[src/rtl/bitblade_mac_ctrl.sv]
// CFU-side sequencer for one Bitblade MAC: assembles 8-bit or split 4-bit operand
// sets, drives registered bb_* operands and saturating-accumulates the result.
module bitblade_mac_ctrl #(
  parameter int ACC_W = 32
) (
  input  logic        clk,
  input  logic        rst_n,
  input  logic        cmd_valid,
  output logic        cmd_ready,
  input  logic [2:0]  cmd_op,
  input  logic [31:0] cmd_rs1,
  input  logic [31:0] cmd_rs2,
  output logic        rsp_valid,
  input  logic        rsp_ready,
  output logic [31:0] rsp_payload,
  output logic        bb_mode,
  output logic [63:0] bb_in_a,
  output logic [63:0] bb_in_b,
  input  logic [17:0] bb_out_c
);

  // Handshakes: a transfer happens on the rising edge where valid && ready are both
  // high; the sender holds valid and its data stable until that edge.

  localparam logic [2:0] OP_CLEAR   = 3'd0;
  localparam logic [2:0] OP_MAC8    = 3'd1;
  localparam logic [2:0] OP_MAC4_LO = 3'd2;
  localparam logic [2:0] OP_MAC4_HI = 3'd3;
  localparam logic [2:0] OP_READ    = 3'd4;
  localparam logic [2:0] OP_STATUS  = 3'd5;
  localparam logic [2:0] OP_CLR_ST  = 3'd6;
  localparam logic [2:0] OP_LOAD    = 3'd7;

  typedef enum logic [2:0] {S_IDLE, S_WAIT_HI, S_EXEC, S_ACC, S_RESP} state_t;

  state_t           state, state_nxt;
  logic [ACC_W-1:0] acc;
  logic             err, ovf, lo_pend;
  logic [31:0]      lo_a, lo_b;
  logic [17:0]      prod_q;
  logic             accept, in_wait_hi, is_mac;
  logic [31:0]      acc_ext, load_ext;
  logic [ACC_W:0]   prod_ext, sum;
  logic [ACC_W-1:0] sat_acc;

  assign cmd_ready  = (state == S_IDLE) || (state == S_WAIT_HI);
  assign accept     = cmd_valid && cmd_ready;
  assign in_wait_hi = (state == S_WAIT_HI);
  assign is_mac     = (cmd_op == OP_MAC8) || (cmd_op == OP_MAC4_HI);

  always_comb begin
    acc_ext                = '0;
    acc_ext[ACC_W-1:0]     = acc;
    load_ext               = '0;
    load_ext[ACC_W-1:0]    = cmd_rs1[ACC_W-1:0];
    prod_ext               = '0;
    prod_ext[17:0]         = prod_q;
    sum                    = {1'b0, acc} + prod_ext;
    sat_acc                = sum[ACC_W] ? '1 : sum[ACC_W-1:0];
  end

  always_comb begin
    state_nxt = state;
    case (state)
      S_IDLE, S_WAIT_HI: if (accept) state_nxt = is_mac ? S_EXEC : S_RESP;
      S_EXEC:            state_nxt = S_ACC;
      S_ACC:             state_nxt = S_RESP;
      S_RESP:            if (rsp_ready) state_nxt = lo_pend ? S_WAIT_HI : S_IDLE;
      default:           state_nxt = S_IDLE;
    endcase
  end

  always_ff @(posedge clk or negedge rst_n) begin
    if (!rst_n) state <= S_IDLE;
    else        state <= state_nxt;
  end

  always_ff @(posedge clk or negedge rst_n) begin
    if (!rst_n) begin
      acc         <= '0;
      err         <= 1'b0;
      ovf         <= 1'b0;
      lo_pend     <= 1'b0;
      lo_a        <= '0;
      lo_b        <= '0;
      prod_q      <= '0;
      rsp_valid   <= 1'b0;
      rsp_payload <= '0;
      bb_mode     <= 1'b0;
      bb_in_a     <= '0;
      bb_in_b     <= '0;
    end else begin
      case (state)
        S_IDLE, S_WAIT_HI: begin
          if (accept) begin
            // Any opcode other than a 4-bit half breaks a pending pair.
            if (in_wait_hi && cmd_op != OP_MAC4_HI && cmd_op != OP_MAC4_LO) begin
              err     <= 1'b1;
              lo_pend <= 1'b0;
            end
            if (!is_mac) rsp_valid <= 1'b1;
            case (cmd_op)
              OP_CLEAR: begin
                acc         <= '0;
                rsp_payload <= '0;
              end
              OP_MAC8: begin
                bb_mode <= 1'b0;
                bb_in_a <= {32'b0, cmd_rs1};
                bb_in_b <= {32'b0, cmd_rs2};
              end
              OP_MAC4_LO: begin
                if (in_wait_hi) err <= 1'b1;
                lo_a        <= cmd_rs1;
                lo_b        <= cmd_rs2;
                lo_pend     <= 1'b1;
                rsp_payload <= acc_ext;
              end
              OP_MAC4_HI: begin
                if (!in_wait_hi) err <= 1'b1;
                bb_mode <= 1'b1;
                bb_in_a <= {cmd_rs1, in_wait_hi ? lo_a : 32'b0};
                bb_in_b <= {cmd_rs2, in_wait_hi ? lo_b : 32'b0};
                lo_pend <= 1'b0;
              end
              OP_READ:   rsp_payload <= acc_ext;
              OP_STATUS: rsp_payload <= {30'b0, ovf, err | in_wait_hi};
              OP_CLR_ST: begin
                err         <= 1'b0;
                ovf         <= 1'b0;
                rsp_payload <= '0;
              end
              default: begin
                acc         <= cmd_rs1[ACC_W-1:0];
                rsp_payload <= load_ext;
              end
            endcase
          end
        end
        S_EXEC: prod_q <= bb_out_c;
        S_ACC: begin
          acc                       <= sat_acc;
          rsp_payload               <= '0;
          rsp_payload[ACC_W-1:0]    <= sat_acc;
          rsp_valid                 <= 1'b1;
          if (sum[ACC_W]) ovf       <= 1'b1;
        end
        S_RESP: if (rsp_ready) rsp_valid <= 1'b0;
        default: ;
      endcase
    end
  end

endmodule

[config.mk]
export PLATFORM = sky130hd
export DESIGN_NAME = bitblade_mac_ctrl
export DESIGN_NICKNAME = d
export VERILOG_FILES = /design/src/rtl/bitblade_mac_ctrl.sv
export SDC_FILE = /design/constraint.sdc
export NUM_CORES = 1
export LEC_CHECK = 0
export CORE_MARGIN = 2
export CORE_UTILIZATION = 48
export CTS_BUF_LIST = sky130_fd_sc_hd__clkbuf_4 sky130_fd_sc_hd__clkbuf_8
export DETAILED_ROUTE_END_ITERATION = 6
export GPL_TIMING_DRIVEN = 0
export PLACE_DENSITY = 0.84
export SYNTH_ARGS = -nofsm -noshare
export SYNTH_HDL_FRONTEND = slang
export SYNTH_SLANG_ARGS = --single-unit
[constraint.sdc]
create_clock -name clk -period 2.7 [get_ports clk]
set_input_delay 0.81 -clock clk [delete_from_list [all_inputs] [get_ports clk]]
set_output_delay 0.81 -clock clk [all_outputs]
set_load 0.01 [all_outputs]
==> flow_metrics.tcl <==
set metrics [dict create \
    ys.flop_type "dfrtp_1" \
    grt_pass1_wl_microns 66100 \
    crit_family "buffers and inverters" \
    synth_compound_area_share_pct 21.7 \
    synth_xor_area_share_pct 1.28 \
    worstRegToRegCells 11 \
    regArea_sq_um 7060 \
    period_share_pct 99.4 \
    place_ws_ns -1.06 \
    drive_above_1_share_pct 18.6 \
    core_region_area_sq_um 26700 \
    cts_max_path_buffers 3 \
    status "complete, no violations" \
    dieWidth_microns 168 \
    synth_area_sq_um 13000 \
    syn_to_final_growth_pct 34.0 \
    synth_commonest_cells "dfrtp_1, nand2_1, o21ai_0" \
    crit_type "in2reg" \
    overflow 0 \
    fmax_mhz 373 \
    syn_avg_cell_area_sq_um 10.9 \
    syn_nets 1301 \
    synth_top_area_cell "dfrtp_1" \
    numCtsBuffers 49 \
    maxCapViolations 0 \
    synth-edff-count 0 \
    cts.htree.levels 2 \
    fill_cells 2126 \
    initial_core_util_pct 48.6 \
    setup_slack_ns 0.0165 \
    ys_top_cells_by_area "dfrtp_1, mux2_2, a22oi_1" \
    hpwl_microns 30500 \
    cp_slowest_cell "clkbuf_1" \
    cp-end-kind "flip-flop" \
    path_clk_slew_ns 0.06 \
    cp_slowest_stage_delay_ns 0.56 \
    cp_cell_sequence "clkdlybuf4s50_1, nor2b_2, nor2_1, a21boi_1, nor2_1, clkbuf_1, o21ai_0, o21ai_0, nand2_1" \
    yosys.area_share.simple_pct 10.2 \
    port_buffers 250 \
    synth_top_area_share_pct 54.4 \
    fin_crit_ns 2.68 \
    die_area_sq_um 28400 \
    first_pass_iters 7 \
    clkSinkCount 282 \
    setup_tns_ns 0 \
    critPathBufInv 2 \
    yosysSeqAreaShare_pct 54.4 \
    ioPinCount 252 \
    cts_root_buf "clkbuf_8" \
    ant_nets 0 \
    power.density_nw_per_um2 1240 \
    grt_antenna_before_repair 2 \
    gp_congestion 0.917 \
    syn_inst 1193 \
    cts_tree "done" \
    synthMuxAreaShare_pct 7.42 \
    synth_cell_types 67 \
    setup_viol 0 \
    totalWireLength_microns 43300 \
    power.total_mw 21.6 \
    finalMaxSlewViolations 0 \
    skew_ns 0.0265 \
    grt_max_degree 116 \
    hold_class "in2async" \
    vias 11500 \
    worstPathMaxFanout 10 \
    ir_worst_vdd_mv 0.671 \
    grt_pass1_vias 11600 \
    synthArstFlopShare_pct 100 \
    r2r_end "rsp_payload[21]" \
    cp.required_ns 3.16 \
    r2r-start "prod_q[3]" \
    multiInputGateArea_sq_um 5760 \
    grt.total_usage_pct 29.8 \
    holdBufCountCts 0 \
    timing.slew.headroom_pct 42.7 \
    synth_seq_cells 282 \
    row_count 60 \
    drc 0 \
    synthAdderAreaFrac_pct 1.89 \
    synth-warning-count 0 \
    avgRoutedWirePerCell_microns 23.0 \
    rrSetupSlack_ns 0.04 \
    crit_arrival_ns 3.14 \
    worstMarginPinSlew_ns 0.860 \
    clock_latency_ns 0.58 \
    timing.hold.ws_ns 0.219 \
    synth_top_family_by_area "compound AO/OA/AOI/OAI gates" \
    viasPerCell 6.07 \
    die_y_microns 168 \
    hold_violations 0 \
    fin_nets 1620 \
    drtIter0Drc 1028 \
    leakagePower_nw 7.47 \
    yosysMostFrequentCell "dfrtp_1" \
    worstSetupStartpointType "input pin" \
]
==> through the flow <==
stage,util [%],area [sq um],cells
global placement,59.5,15900,1784
floorplan,-,13000,1193
finish,65.1,17400,1887
global route,65.1,17400,1886
CTS,63.9,17100,1873
detailed placement,59.8,16000,1786
==> layout by cell type (no fill, tap or decap), types with 19 or more instances in the layout <==
| cell | count |
|---|---|
| clkbuf_1 | 45 |
| buf_4 | 20 |
| clkdlybuf4s50_1 | 248 |
| clkbuf_2 | 19 |
| nand2_1 | 146 |
| a22oi_1 | 87 |
| o21ai_0 | 95 |
| nor2_1 | 39 |
| a22o_1 | 68 |
| dfrtp_1 | 280 |
| a21oi_1 | 40 |
| nand3_1 | 52 |
| clkbuf_8 | 62 |
| mux2_2 | 82 |
==> routing by layer <==
metal,wire length (microns),part of all wire (%),up-vias,track usage (%)
met5,0,0,-,0
met4,1240,2.8,0,9.45
met3,4370,10,85,9.05
met2,20200,47,557,48.0
met1,17500,40,5756,38.9
li1,-,-,5059,-
==> report_power, final <==
part	internal (mW)	total, mW	switching, mW
clock network	2.25	4.03	1.78
registers	6.27	7.74	1.47
logic	5.08	9.82	4.74
==> worst max path at each step <==
stage,depth (start not counted),end,start,slack [ns]
2_1_floorplan,10,rsp_payload[15],acc[0],0.12
3_3_place_gp,1,lo_b[23],rst_n,-11.20
3_5_place_dp,9,rsp_payload[13],cmd_op[0],-1.06
4_1_cts,9,rsp_payload[13],cmd_op[0],0.002
5_1_grt,7,bb_in_a[13],cmd_op[0],-0.05
6_report,9,rsp_payload[26],cmd_op[0],0.02
==> cell families (layout without fill, tap and decap cells) <==
group / after synthesis / in the layout
simple gates: 293 / 293
flops: 282 / 282
fa+ha+maj: 19 / 19
buf+inv: 98 / 449
xor+xnor: 19 / 19
compound gates: 396 / 396
mux: 86 / 86
other cells: 0 / 2
==> sequential cells by signal, indices dropped and copies added (netlist names) <==
| name | cells |
|---|---|
| prod_q | 18 |
| lo_b | 32 |
| acc | 32 |
| ovf | 1 |
| rsp_payload | 32 |
| err | 1 |
| state | 3 |
| bb_mode | 1 |
| lo_pend | 1 |
| rsp_valid | 1 |
| lo_a | 32 |
| bb_in_a | 64 |
| bb_in_b | 64 |
==> timing repair <==
item	in CTS	in global routing
pin swaps	6	16
gates cloned	0	1
gates resized for setup	32	58
setup endpoints to repair	153	158
setup buffers	5	13
==> layout make-up <==
type	instances	area share (%)
Antenna cell	2	0.0288
Buffer	88	2.30
Clock buffer	76	5.51
Clock inverter	7	0.266
Inverter	7	0.151
Multi-Input combinational cell	813	33.2
Sequential cell	282	40.6
Tap cell	341	2.45
Timing Repair Buffer	271	15.5
No activity file was read; power rests on OpenSTA's default activity.
